<file path="src/rtl/apb_master_arbiter.sv">
// Round-robin arbiter sharing one APB_Master command port among NUM_REQ requesters.
// One command in flight at a time: IDLE -> ISSUE (transfer strobe) -> WAIT (for ready).
module apb_master_arbiter #(
  parameter int NUM_REQ = 2
) (
  input  logic                   PCLK,
  input  logic                   PRESET,
  input  logic [NUM_REQ-1:0]     req,
  input  logic [NUM_REQ-1:0]     req_write,
  input  logic [32*NUM_REQ-1:0]  req_addr,
  input  logic [32*NUM_REQ-1:0]  req_wdata,
  output logic [NUM_REQ-1:0]     done,
  output logic [32*NUM_REQ-1:0]  req_rdata,
  output logic                   busy,
  output logic                   transfer,
  output logic                   write,
  output logic [31:0]            addr,
  output logic [31:0]            wdata,
  input  logic                   ready,
  input  logic [31:0]            rdata
);

  localparam int IDX_W = (NUM_REQ > 2) ? 2 : 1;

  typedef enum logic [1:0] {S_IDLE, S_ISSUE, S_WAIT} state_t;

  state_t               r_state, w_state_next;
  logic [IDX_W-1:0]     r_owner, r_last_grant, w_grant_idx;
  logic                 w_grant_valid;
  logic [NUM_REQ-1:0]   w_eligible, r_done;
  logic                 r_write;
  logic [31:0]          r_addr, r_wdata;
  logic [32*NUM_REQ-1:0] r_req_rdata;
  logic                 w_complete;
  logic [IDX_W-1:0]     v_idx;

  // A requester being told of completion this cycle must not be re-granted.
  assign w_eligible = req & ~r_done;
  assign w_complete = (r_state == S_WAIT) && ready;

  // Scan from farthest to nearest offset so the nearest eligible one wins.
  always_comb begin
    // NOTE: every always_comb output gets a default first so no latch is inferred.
    w_grant_valid = 1'b0;
    w_grant_idx   = '0;
    v_idx         = '0;
    for (int off = NUM_REQ; off >= 1; off--) begin
      v_idx = IDX_W'((int'(r_last_grant) + off) % NUM_REQ);
      if (w_eligible[v_idx]) begin
        w_grant_valid = 1'b1;
        w_grant_idx   = v_idx;
      end
    end
  end

  always_comb begin
    w_state_next = r_state;
    case (r_state)
      S_IDLE:  if (w_grant_valid) w_state_next = S_ISSUE;
      S_ISSUE: w_state_next = S_WAIT;
      S_WAIT:  if (ready) w_state_next = S_IDLE;
      default: w_state_next = S_IDLE;
    endcase
  end

  always_ff @(posedge PCLK) begin
    // NOTE: sequential state uses non-blocking assignments so all registers update together.
    if (PRESET) begin
      r_state      <= S_IDLE;
      r_owner      <= '0;
      r_last_grant <= IDX_W'(NUM_REQ - 1);
      r_done       <= '0;
      r_write      <= 1'b0;
      r_addr       <= '0;
      r_wdata      <= '0;
      // NOTE: the read-data bank is small and architecturally visible, so it is reset too.
      r_req_rdata  <= '0;
    end else begin
      r_state <= w_state_next;
      r_done  <= '0;
      if ((r_state == S_IDLE) && w_grant_valid) begin
        r_owner <= w_grant_idx;
        r_write <= req_write[w_grant_idx];
        r_addr  <= req_addr[32*w_grant_idx +: 32];
        r_wdata <= req_wdata[32*w_grant_idx +: 32];
      end
      if (w_complete) begin
        r_done[r_owner] <= 1'b1;
        r_last_grant    <= r_owner;
        if (!r_write) r_req_rdata[32*r_owner +: 32] <= rdata;
      end
    end
  end

  assign done      = r_done;
  assign req_rdata = r_req_rdata;
  assign busy      = (r_state != S_IDLE);
  assign transfer  = (r_state == S_ISSUE);
  assign write     = r_write;
  assign addr      = r_addr;
  assign wdata     = r_wdata;

endmodule

</file>
<file path="config.mk">
export PLATFORM = sky130hd
export DESIGN_NAME = apb_master_arbiter
export DESIGN_NICKNAME = d
export VERILOG_FILES = /design/src/rtl/apb_master_arbiter.sv
export SDC_FILE = /design/constraint.sdc
export NUM_CORES = 1
export LEC_CHECK = 0
export BUFFER_PORTS_ARGS = -buffer_cell sky130_fd_sc_hd__buf_4
export CORE_ASPECT_RATIO = 0.75
export CORE_UTILIZATION = 42
export CTS_CLUSTER_SIZE = 12
export DETAILED_ROUTE_END_ITERATION = 7
export GPL_TIMING_DRIVEN = 0
export HOLD_SLACK_MARGIN = 0.08
export PLACE_DENSITY = 0.77
export REMOVE_ABC_BUFFERS = 1
export SYNTH_ARGS = -nofsm -noshare
export SYNTH_HDL_FRONTEND = slang
export SYNTH_SLANG_ARGS = --single-unit
</file>
<file path="constraint.sdc">
create_clock -name PCLK -period 3.6 [get_ports PCLK]
set_input_delay 0.18 -clock PCLK [delete_from_list [all_inputs] [get_ports PCLK]]
set_output_delay 0.18 -clock PCLK [all_outputs]
set_load 0.01 [all_outputs]
</file>
== Word-level counts from Yosys, hierarchy flattened ==
Index checks and enable logic that the tools add are counted.
Storage, ports and cells
  logic and storage cells: 52
  bits of input ports: 167
  register bits: 135
Operators by class
  magnitude comparators: 5
  mux-type cells: 16
  equal/unequal tests: 4
  reduce and logical (&&, ||, !) cells: 8
  add/sub/neg operators: 3
  bitwise gates (word level): 4
  shifts and indexed selects: 4
Operator list (count)
  indexed part select 64 x 7 -> 32 bit: 2
  bitwise mux 64 bit: 1
  variable shift 32 x 34 -> 64 bit, first input constant: 1
  indexed part select 32 x 34 -> 64 bit: 1
  negator 6 -> 34 bit: 1
  two-way mux 1 bit: 11
  < comparator 1 x 2 -> 1 bit, second input constant: 4
  case mux 2 bit (3 select lines): 1
  two-way mux 2 bit: 2
  inequality test 2 bit, second input constant: 2
  AND reduction 2 bit: 2
  logical AND 1 bit: 3
  adder 1 bit, second input constant: 2
  AND 2 bit: 1
  equality test 2 x 1 -> 1 bit, second input constant: 1
  equality test 2 bit, second input constant: 1
  zero test 2 bit: 1
  inverter 1 bit: 2
  inverter 2 bit: 1
  nonzero test 2 bit: 1
  OR reduction 2 bit: 1
  demux 1 bit (select 1 bit): 1
  greater-or-equal comparator 1 bit, second input constant: 1

== Longest topological paths before layout ==
Gate-level depths: netlist (run 1).
  depth in word-level cells: 8
  mapped depth: 7
  depth with buffers taken out: 4

== Least setup slack after synthesis (run 1) ==
Ideal clock, no wire load.
  kind: register to register
  start: reg r_state[1]
  end: reg r_addr[23] (netlist: addr[23])
  clock period less this slack: 1.494 ns
  stages on the path, launching flop included: 8
  slack: 2.106 ns
  data arrival time: 1.405 ns
  path through: dfxtp_1 > or2_1 > o21ba_1 > buf_2 > buf_6 > buf_6 > nor2_1 > a311oi_2
On the way
  longest elaborated chain between the ends: 2
RTL lines
  from (decl): line 27  | state_t r_state, w_state_next;
  from (signal assigned): line 79  | r_state <= w_state_next;
  zero test 2 bit: line 81  | if ((r_state == S_IDLE) && w_grant_valid) begin
  logical AND 1 bit: line 81
  to (signal assigned): line 84  | r_addr <= req_addr[32*w_grant_idx +: 32];
  to (decl): line 32  | logic [31:0] r_addr, r_wdata;
Every way passes these cells.
A chain may end at the register's enable or synchronous reset.

== Final worst setup path (run 1) ==
  start: reg r_state[1]
  end: reg r_wdata[19] (netlist: wdata[19])
On the way
  longest elaborated chain between the ends: 2
RTL lines
  zero test 2 bit: line 81
  logical AND 1 bit: line 81
  to (signal assigned): line 85  | r_wdata <= req_wdata[32*w_grant_idx +: 32];
  to (decl): line 32
Every way passes these cells.

==> run summary, run 1 <==
The area growth from synthesis to layout is 84.5%. After detailed routing, the average wire length per cell comes to 17.8 um. The height of the die came out at 99.8 um. The worst setup path is captured at a register. The routed via count came out at 6718.

The critical path in this run is classified as reg -> reg. The detailed-route wire length came out at 22700 um. The areal power density over the cells is 441 nW/um^2. Buffers placed on the I/O ports in this run total 299. The final cycle utilization of the critical path came out at 0.806.

The worst min-delay path category is in -> reg. The number of max-slew violations in the final report came out at 0. Of the total power, the share spent switching nets is 0.294. The final-layout setup total negative slack came out at 0 ps. The congestion estimate from routability-driven global placement came to 0.846.

The die covers 13200 um^2. The clock latency reported for the late side of the worst-skew pair came out at 410 ps. After clock tree synthesis, the clock-pin slew on the worst setup and hold paths is 70 ps. The first-pass GRT wire length is 35200 um.

The share of total power dissipated in the clock network is 0.386. The number of enable flip-flop cells after synthesis came out at 0. The number of global-route vias before repair came out at 6940.

The setup slack of the critical path after layout came out at 699 ps. The worst setup path is launched from a register. In this run, CTS created clock tree buffers numbering 17. The post-synthesis instance area is 5360 um^2.

After synthesis, the cell types taking the most area are sky130_fd_sc_hd__dfxtp_1 50%, sky130_fd_sc_hd__nand2_1 18%, sky130_fd_sc_hd__a311oi_1 7.4%. The required time reported for the critical path endpoint is 3950 ps. The maximum achievable frequency is 0.345 GHz. The initial antenna violation count is 1. The tree built by TritonCTS fans out to 135 sinks. The root buffer cell chosen for the clock tree is sky130_fd_sc_hd__clkbuf_16. The slew at the pin closest to its max-slew limit is 1220 ps. At the placement stage, the worst setup path has a slack of 1440 ps. The CTS tree is built. The placeable core region is 12300 um^2. The maximum clock path buffer count is 2. The worst hold path begins at req_wdata[18]. The flip-flop cell with the highest count after synthesis is sky130_fd_sc_hd__dfxtp_1. The critical path starts at r_state[1]. In the final design database the tool counted 1262 nets. The final critical-path required period is 2900 ps. The portion of the post-synthesis area used by sequential elements came out at 0.504. The post-synthesis sequential element count is 135. The tightest slew margin relative to the limit is 0.187.

Final hold analysis gives a worst-case slack of 127 ps. The run finished with clean final reports. Data arrives at the worst endpoint at 3250 ps. The number of top-level pins is 300.

For this run, the share of the core covered by cells in the final layout is 0.801. The startpoint identified for the worst register-to-register timing path is r_state[1]. The largest net degree at the start of global routing came out at 91.

The number of hold violations in the final report is 0. The number of library cell types mapped by synthesis came out at 22. The leakage power total came out at 4.41 nW. The sequential fraction of design power came out at 0.383.

The final HPWL from detailed placement came out at 11900 um. The number of H-tree levels is 4. Internal power comes to 3.08 mW. Setup violations remaining at the end of the flow were counted as 0. The worst voltage drop across the vdd grid came out at 394 uV.

For this configuration, the core starts out at a cell density of 0.434. The fraction of final layout cells sized beyond drive strength 1 is 0.327. The global-route congestion overflow total came out at 0. The number of cells in the finished layout apart from fillers is 1275.

The signal on the critical path passes through or2_1 > o21ba_4 > buf_16 > nor2_1 > a311oi_1 > dlygate4sd3_1. The slowest stage of the critical path is the sky130_fd_sc_hd__o21ba_4 cell. The first detailed-routing pass ran for 6 iterations. Summed over all instances, the cell type with the most area after synthesis is sky130_fd_sc_hd__dfxtp_1.

The fraction of post-synthesis cell area in the top cell type by area is 0.504. On the worst path, the slowest cell contributes a delay of 830 ps. The row count is 35.

Counting instances in the post-synthesis netlist gives the leading cell types as 259 x sky130_fd_sc_hd__nand2_1, 135 x sky130_fd_sc_hd__dfxtp_1, 69 x sky130_fd_sc_hd__nor2_1, 64 x sky130_fd_sc_hd__a21oi_1, 45 x sky130_fd_sc_hd__a311oi_1. The tool flagged a number of max-cap violations equal to 0. Clock skew on the completed layout was measured at 13.1 ps.

Among all cell types in the netlist, the one instantiated most often is sky130_fd_sc_hd__nand2_1. The share of flip-flops with an asynchronous set or reset after synthesis came out at 0. Once placement completed, the tool counted placed cells totaling 1082. The total global-route track usage came out at 0.338. The overall die width came out at 132 um. The number of cells produced by synthesis is 669. The violation count after the first detailed-route iteration is 399.

The post-cts repair resize count came out at 0. The count of yosys warnings during synthesis came out at 0. The combinational share of power came out at 0.231. The synthesized area divided by synthesized cell count is 8.01 um^2. The largest fanout of any net on the critical path is 67.

The DRC violations left is 0. Setup repair after global routing left no endpoint under its margin. Once detail routing completed, the nets flagged for antenna violations numbered 0. The switching component of the power came out at 1.28 mW. The via density per instance came out at 5.27.
layout make-up:
type / instances / area (um^2)
antenna: 1 / 2.50
tap: 166 / 208
clock buffer: 18 / 439
inverter: 1 / 3.75
timing repair buffer: 465 / 4010
sequential: 135 / 2700
multi-input combinational: 475 / 2400
clock inverter: 14 / 126
fill: 743 / 2460
cell usage in the layout (no fill, tap or decap), drive strengths merged, types with 3 or more instances in the layout:
| cell type | n |
|---|---|
| clkinvlp | 3 |
| a21oi | 64 |
| buf | 305 |
| nor3 | 3 |
| nor2b | 4 |
| clkbuf | 18 |
| dfxtp | 135 |
| nand2 | 259 |
| nor2 | 69 |
| dlygate4sd3 | 160 |
| a311oi | 65 |
| inv | 11 |
layer usage:
metal	global-route usage	wire length, um	vias up
met2	0.607	11400	370
met3	0.0889	1740	102
met5	0	0	-
li1	-	-	3099
met4	0.210	1200	0
met1	0.358	8390	3147
cell families (layout without fill, tap and decap cells):
family | after synthesis | in the layout | synth area share
simple gates | 343 | 343 | 0.249
flops | 135 | 135 | 0.504
compound gates | 131 | 131 | 0.193
buf+inv | 59 | 498 | 0.0520
mux | 1 | 1 | 0.00187
other cells | 0 | 1 | 0
sequential cells by signal, summed over array words and instances, names as in the netlist:
name          flops
req_rdata        64
addr             32
wdata            32
done              2
r_state           2
r_last_grant      1
r_owner           1
write             1
critical path, delay by kind of cell, from the launching register on:
family	cells	cell delay, ps
AO/OA/AOI/OAI	2	1180
buffers and inverters	2	930
flip-flops	1	330
AND/OR/NAND/NOR	2	330
final timing paths:
path,end,slack [ps],cells past startpoint
max,wdata[19],700,6
min,wdata[18],130,3
max reg2reg,wdata[19],700,6
min reg2reg,req_rdata[56],450,2
through the flow:
step                      area (um^2)  power (mW)
final                            9890        4.36
after global routing             9890        4.51
after CTS                        9890        4.29
after detailed placement         7720        2.43
after global placement           7540        2.43
after floorplan                  5090        2.02
power by group through the flow:
stage	clock (mW)	sequential, mW	combinational, mW
floorplan	0	1.74	0.282
global route	1.76	1.68	1.06
global placement	0	1.69	0.739
detailed placement	0	1.69	0.736
finish	1.68	1.67	1.01
CTS	1.69	1.66	0.941
timing repair:
item / in CTS / in global routing
hold endpoints to repair: 129 / 0
setup buffers: 0 / 0
endpoints found under the setup margin: 0 / 0
hold buffers: 160 / 0
(Power assumes the default switching activity.)
==> inputs of run 2 (changes only) <==
ABC_AREA = 1   (was not set)
PLACE_DENSITY = 0.75   (was 0.77)
clock period = 2.59 ns   (was 3.6 ns; I/O delays follow)
==> run summary, run 2 <==
The post-synthesis cell type with the largest combined area is sky130_fd_sc_hd__dfxtp_1. The number of max-slew violations in the final report is 0 (unchanged). The complex-gate fraction of the synthesized area is 0.0762 (-0.117). The maximum clock path buffer count is 2 (unchanged).

The number of top-level pins is 300 (unchanged). The CTS sink count came out at 135 (unchanged). The final HPWL from detailed placement came out at 13500 um (+13%). The placeable core region is 15500 um^2 (+25%).

The detailed-route wire length was 21100 um (-7.0%). The final-layout setup total negative slack came out at 0 ps (unchanged). The clock latency reported for the late side of the worst-skew pair is 410 ps (about the same). The last weighted congestion value of the routability-driven placer was 0.781 (-7.6%). After synthesis, the cell types taking the most area are sky130_fd_sc_hd__dfxtp_1 40%, sky130_fd_sc_hd__nand2_1 18%, sky130_fd_sc_hd__nor2_1 15%. The number of cells produced by synthesis is 1074 (+61%). Setup repair after global routing left no endpoint under its margin. The die area is 16600 um^2 (+25%). The global-route congestion overflow total came out at 0 (unchanged). The number of enable flip-flop cells after synthesis was 0 (unchanged).

Counting instances in the post-synthesis netlist gives the leading cell types as 329 x sky130_fd_sc_hd__nand2_1, 263 x sky130_fd_sc_hd__nor2_1, 135 x sky130_fd_sc_hd__dfxtp_1, 133 x sky130_fd_sc_hd__inv_1, 65 x sky130_fd_sc_hd__nand3_1. For this run, the leading register cell type out of synthesis is sky130_fd_sc_hd__dfxtp_1. The post-cts repair resize count came out at 0 (unchanged).

The number of global-route vias before repair is 6992 (+0.75%). STA classifies the critical path startpoint as a register. By startpoint and endpoint, the worst setup path is classified as reg -> reg. The final non-filler cell area came out at 10500 um^2 (+6.6%). The total global-route track usage came out at 0.253 (-0.0846). The wire length per cell came out at 12.9 um (-28%). The share of flip-flops with an asynchronous set or reset after synthesis is 0 (unchanged).

The critical path data arrival time was 2290 ps (-960 ps). Compared with the post-synthesis result, the final layout area differs by 56.3%. The most common cell after layout, fill and taps aside is sky130_fd_sc_hd__nand2_1. The number of hold violations in the final report came out at 0 (unchanged). The areal power density over the cells came out at 585 nW/um^2 (+33%). The post-synthesis sequential element count came to 135 (unchanged). The instance area at placement is 9020 um^2 (+17%). The synthesized area divided by synthesized cell count was 6.28 um^2 (-22%). The slew at the pin closest to its max-slew limit is 795 ps (-424 ps). The number of nets still failing antenna checks after routing is 0 (unchanged). The height of the die is 112 um (+12%). The final cycle utilization of the critical path was 0.751 (-0.0545). The number of buffers created by CTS is 17 (unchanged). The cell sitting at the root of the clock tree is a sky130_fd_sc_hd__clkbuf_16.

The overall die width is 148 um (+12%). The violation count after the first detailed-route iteration came out at 313 (-22%). The CTS tree is built.

The iteration count of the initial detailed-routing pass is 4 (-2). The fraction of synthesized cell area in xor and xnor cells came to 0 (unchanged). The initial antenna violation count came to 0 (-1). The number of maximum-capacitance constraint violations came to 0 (unchanged). The portion of the post-synthesis area used by sequential elements came out at 0.401 (-0.104).

By instance count, the leading cell after synthesis is sky130_fd_sc_hd__nand2_1. The worst-case clock skew came to 10.3 ps (-2.77 ps). The filler cell count in the final layout came out at 1276 (+72%). The routed via count came out at 7378 (+9.8%). The worst setup path is captured at a register. The row count is 39 (+11%). The fraction of the mapped netlist area in simple logic gates came out at 0.389 (+0.140).

The number of H-tree levels came to 4 (unchanged). The total setup violations reported at the end of the flow came out at 0 (unchanged). The post-synthesis instance area is 6750 um^2 (+26%). The fraction of post-synthesis cell area in the top cell type by area is 0.401 (-0.104).

The cts-stage hold buffer count is 94 (-41%). The fraction of synthesized area in multiplexers is 0 (-0.00187). By area, the combinational part of the netlist is dominated by simple AND/OR/NAND/NOR gates. The via density per instance is 4.50 (-15%).

The count of nets after finishing was 1591 (+26%). The flip-flop count of the largest register, all copies and words added came out at 64 (unchanged). The fraction of final layout cells sized beyond drive strength 1 is 0.242 (-0.0844). The leakage power total is 5.64 nW (+28%).

The DRC violations left is 0 (unchanged). The library cells used most frequently in the layout, excluding fill and tap cells, are 328 x sky130_fd_sc_hd__nand2_1, 299 x sky130_fd_sc_hd__buf_4, 263 x sky130_fd_sc_hd__nor2_1. The largest net degree at the start of global routing is 106 (+16%). The count of yosys warnings during synthesis came to 0 (unchanged). The maximum achievable frequency is 0.514 GHz (+49%).

The starting utilization of the core area is 0.436 (+0.00208). The path class of the tightest hold or removal check is in -> reg. The tightest slew margin relative to the limit came out at 0.470 (+0.283).

The number of I/O port buffers came to 299 (unchanged). The number of antenna diodes came out at 0 (-1). The first-pass GRT wire length came to 33700 um (-4.3%).

The worst voltage drop across the vdd grid came out at 387 uV (-1.7%). The required time reported for the critical path endpoint came to 2930 ps (-1020 ps). The largest fanout of any net on the critical path is 75 (+12%). The flow ran to the end, and the final reports show no timing, DRC or antenna violations. The final critical-path required period is 1950 ps (-955 ps). The register clock-pin slew on the reported worst setup and hold paths is 60 ps (about the same). The fraction of the mapped netlist area in adder cells is 0 (unchanged). The number of library cell types mapped by synthesis is 22 (unchanged).

The post-CTS setup buffer count is 0 (unchanged).
## run 2: worst paths after layout
path                       from        to  slack, ps  cells past startpoint
setup / recovery        done[0]  addr[13]        640                      6
hold / removal    req_wdata[40]  wdata[8]         90                      5
setup reg to reg        done[0]  addr[13]        640                      6
hold reg to reg        addr[15]  addr[15]        510                      4
## run 2: final cells by class
| type | count | area (um^2) | area share |
|---|---|---|---|
| tap | 205 | 256 | 0.0243 |
| inverter | 136 | 518 | 0.0491 |
| timing repair buffer | 399 | 3330 | 0.316 |
| multi-input combinational | 735 | 3160 | 0.299 |
| clock buffer | 18 | 439 | 0.0416 |
| sequential | 135 | 2700 | 0.256 |
| clock inverter | 13 | 146 | 0.0139 |
## run 2: worst max-delay path, cell delays in order (launching register included)
cell	delay [ps]
sky130_fd_sc_hd__dfxtp_1	310
sky130_fd_sc_hd__inv_1	100
sky130_fd_sc_hd__nand3_4	600
sky130_fd_sc_hd__buf_12	450
sky130_fd_sc_hd__a21boi_0	220
sky130_fd_sc_hd__nor2_1	70
sky130_fd_sc_hd__nor2_1	90
## run 2: cells by family (layout without fill, tap and decap cells)
family | Yosys count | in the layout
buffers and inverters | 204 | 566
AOI/OAI and AO/OA | 69 | 69
DFF | 135 | 135
and+or+nand+nor | 666 | 666
## run 2: routing by layer
layer,share of wire,track usage
met4,0.029,0.104
met1,0.42,0.289
met3,0.064,0.0734
met2,0.48,0.441
met5,0,0
## run 2: power breakdown
part	internal (mW)	switching, mW	total (mW)
combinational	0.702	0.731	1.43
sequential	2.24	0.0884	2.33
clock	1.45	0.957	2.40
total	4.39	1.78	6.17
## run 2: through the flow
stage	instances	hold slack, ps	power [mW]	setup WS [ps]	utilization
5_1_grt	1641	98.1	6.48	455	0.682
2_1_floorplan	1006	202	3.03	76.8	-
4_1_cts	1641	85.6	6.21	665	0.682
3_5_place_dp	1516	364	3.67	670	0.583
3_3_place_gp	1510	338	3.66	-1580	0.572
6_report	1641	90.8	6.17	644	0.682
==> inputs of run 3 (changes only) <==
ABC_AREA = 0   (was 1)
PLACE_DENSITY = 0.77   (was 0.75)
clock period = 1.8 ns   (was 2.59 ns; I/O delays follow)
==> run summary, run 3 (same netlist as run 1, synthesis figures left out) <==
The flow ran to the end, but the final reports show violations. The final reports fail on setup timing. The maximum clock path buffer count came to 2 (unchanged). The routed via count came out at 7101 (-3.8%). The worst voltage drop across the vdd grid is 769 uV (+99%). The number of top-level pins is 300 (unchanged).

The DRC violations left came out at 0 (unchanged). The number of maximum-capacitance constraint violations came out at 0 (unchanged). The final critical-path required period is 1850 ps (-98.6 ps). The clock latency reported for the late side of the worst-skew pair was 410 ps (about the same). The total setup violations reported at the end of the flow came out at 2 (+2). The number of placed instances with taps included is 1082 (-29%).

The worst hold slack across all endpoints came out at 432 ps (+342 ps). The initial antenna violation count is 0 (unchanged). The CTS sink count came out at 135 (unchanged). In this run the clock root is driven by a sky130_fd_sc_hd__clkbuf_16.

The clock share of power was 0.384 (-0.006). The worst slack after detailed placement came out at -365 ps (-1030 ps). The required time reported for the critical path endpoint is 2070 ps (-860 ps). The total global-route track usage is 0.349 (+0.0963). The first-pass GRT wire length was 36100 um (+7.3%). TritonCTS built the clock tree. The wire length per cell is 19.5 um (+51%). The sequential fraction of design power was 0.385 (+0.007).

The number of I/O port buffers came out at 299 (unchanged). The number of max-slew violations in the final report was 0 (unchanged). The type of element launching the critical path is a register. The placeable core region is 12300 um^2 (-20%).

The filler cell count in the final layout came out at 655 (-49%). The global-route congestion overflow total came out at 0 (unchanged). The critical path data arrival time came to 2120 ps (-170 ps). The largest fanout of any net on the critical path is 66 (-12%).

The worst register-to-register path ends at addr[13]. The number of antenna diodes is 0 (unchanged). The sort of element at the end of the critical path is a register. The last weighted congestion value of the routability-driven placer is 0.846 (+8.2%). The die area is 13200 um^2 (-20%). The height of the die is 99.8 um (-11%). The reg2reg setup slack was -50 ps (-690 ps). The leakage power total is 4.45 nW (-21%). The maximum achievable frequency came to 0.541 GHz (+5.3%). The fraction of final layout cells sized beyond drive strength 1 is 0.342 (+0.100).

The largest net degree at the start of global routing came out at 91 (-14%). The detailed-route wire length came out at 25300 um (+20%). The final-layout setup total negative slack came to -73.9 ps (-73.9 ps).

The number of hold violations in the final report is 0 (unchanged). The number of buffers created by CTS came out at 17 (unchanged). The overall die width came out at 132 um (-11%). The library cells used most frequently in the layout, excluding fill and tap cells, are 310 x sky130_fd_sc_hd__buf_4, 258 x sky130_fd_sc_hd__nand2_1, 164 x sky130_fd_sc_hd__dlygate4sd3_1. The slew at the pin closest to its max-slew limit is 576 ps (-219 ps). The area growth from synthesis to final layout came out at 89.6%.

The iteration count of the initial detailed-routing pass came out at 8 (+4). The combinational share of power came out at 0.232 (about the same). The number of nets still failing antenna checks after routing is 0 (unchanged).

The destination of the worst hold path is wdata[12]. The number of global-route vias before repair is 7054 (+0.89%). The starting utilization of the core area came to 0.434 (-0.00208).

The via density per instance was 5.48 (+22%). The startpoint identified for the worst hold timing path is req[1]. The tightest slew margin relative to the limit came out at 0.616 (+0.146). The number of H-tree levels came out at 4 (unchanged). The count of nets after finishing came out at 1284 (-19%).

Setup repair after global routing could not meet its margin everywhere. The proportion of total power due to net switching is 0.301 (+0.0130). The number of cells on the worst hold path came out at 6 (+1). The final HPWL from detailed placement is 11900 um (-12%). The final cycle utilization of the critical path was 1.03 (+0.275). The number of cells on the worst reg-to-reg path came out at 5 (-1). The utilization after layout is 0.823 (+0.141). The switching component of the power is 2.63 mW (+48%). The row count is 35 (-10%).

The worst register-to-register path begins at r_state[1]. The flip-flop count of the largest register, all copies and words added came to 64 (unchanged). The violation count after the first detailed-route iteration came to 537 (+72%). Leaving out fill and tap cells, the most frequent cell in the layout is sky130_fd_sc_hd__buf_4.

The areal power density over the cells came out at 858 nW/um^2 (+47%). The internal cell power came out at 6.10 mW (+39%). The number of cells in the finished layout apart from fillers is 1296 (-21%).

The min-delay analysis places its worst path in the category in -> reg. The register clock-pin slew on the reported worst setup and hold paths was 70 ps (about the same). The setup slack of the critical path after layout came to -47.3 ps (-691 ps). The start-to-end type of the worst setup path is reg -> reg. The worst-case clock skew is 13.4 ps (+3.08 ps).
-- run 3: final cells by class --
cell class                      count  area [um^2]  area share
Clock buffer                       18          439      0.0432
Inverter                            1         3.75    0.000369
Sequential cell                   135         2700       0.266
Multi-Input combinational cell    479         2510       0.247
Clock inverter                     14          126      0.0124
Timing Repair Buffer              483         4180       0.411
Tap cell                          166          208      0.0204
-- run 3: how the worst max path moves through the flow --
stage | slack, ps | from | to
6_report | -50 | r_state[1] | addr[13]
5_1_grt | -110 | r_state[1] | wdata[27]
4_1_cts | 10 | r_state[1] | wdata[16]
3_5_place_dp | -360 | r_state[1] | addr[11]
3_3_place_gp | -3010 | r_state[1] | addr[26]
2_1_floorplan | -2000 | r_state[1] | addr[22]
-- run 3: what timing repair did --
item,4_1_cts,5_1_grt
pin swaps,2,6
gates resized for setup,8,8
endpoints found under the hold margin,130,0
setup endpoints to repair,130,80
gates cloned,3,1
buffers inserted,0,14
hold buffers,164,0
-- run 3: stage by stage --
stage | cell area, um^2 | power [mW]
2_1_floorplan | 5090 | 4.03
3_3_place_gp | 7540 | 4.85
3_5_place_dp | 7720 | 4.85
4_1_cts | 9980 | 8.50
5_1_grt | 10200 | 8.99
6_report | 10200 | 8.72
-- run 3: power by group through the flow --
| stage | registers, mW | logic (mW) | clock network [mW] |
|---|---|---|---|
| 5_1_grt | 3.37 | 2.11 | 3.51 |
| 4_1_cts | 3.32 | 1.80 | 3.37 |
| 3_5_place_dp | 3.38 | 1.47 | 0 |
| 3_3_place_gp | 3.37 | 1.48 | 0 |
| 6_report | 3.35 | 2.02 | 3.35 |
| 2_1_floorplan | 3.47 | 0.563 | 0 |
-- run 3: worst max-delay path, stage by stage, from the launching register on --
cell and delay, ps:
sky130_fd_sc_hd__dfxtp_1 330, sky130_fd_sc_hd__or2_1 310, sky130_fd_sc_hd__o21ba_4 310, sky130_fd_sc_hd__buf_16 260, sky130_fd_sc_hd__nor2_1 90, sky130_fd_sc_hd__a311oi_1 380
-- run 3: per-layer routing --
layer | global-route usage | routed length (um) | vias to the layer above
met2 | 0.609 | 12200 | 495
met1 | 0.377 | 9140 | 3299
li1 | - | - | 3154
met3 | 0.0985 | 2310 | 153
met5 | 0 | 0 | -
met4 | 0.230 | 1640 | 0
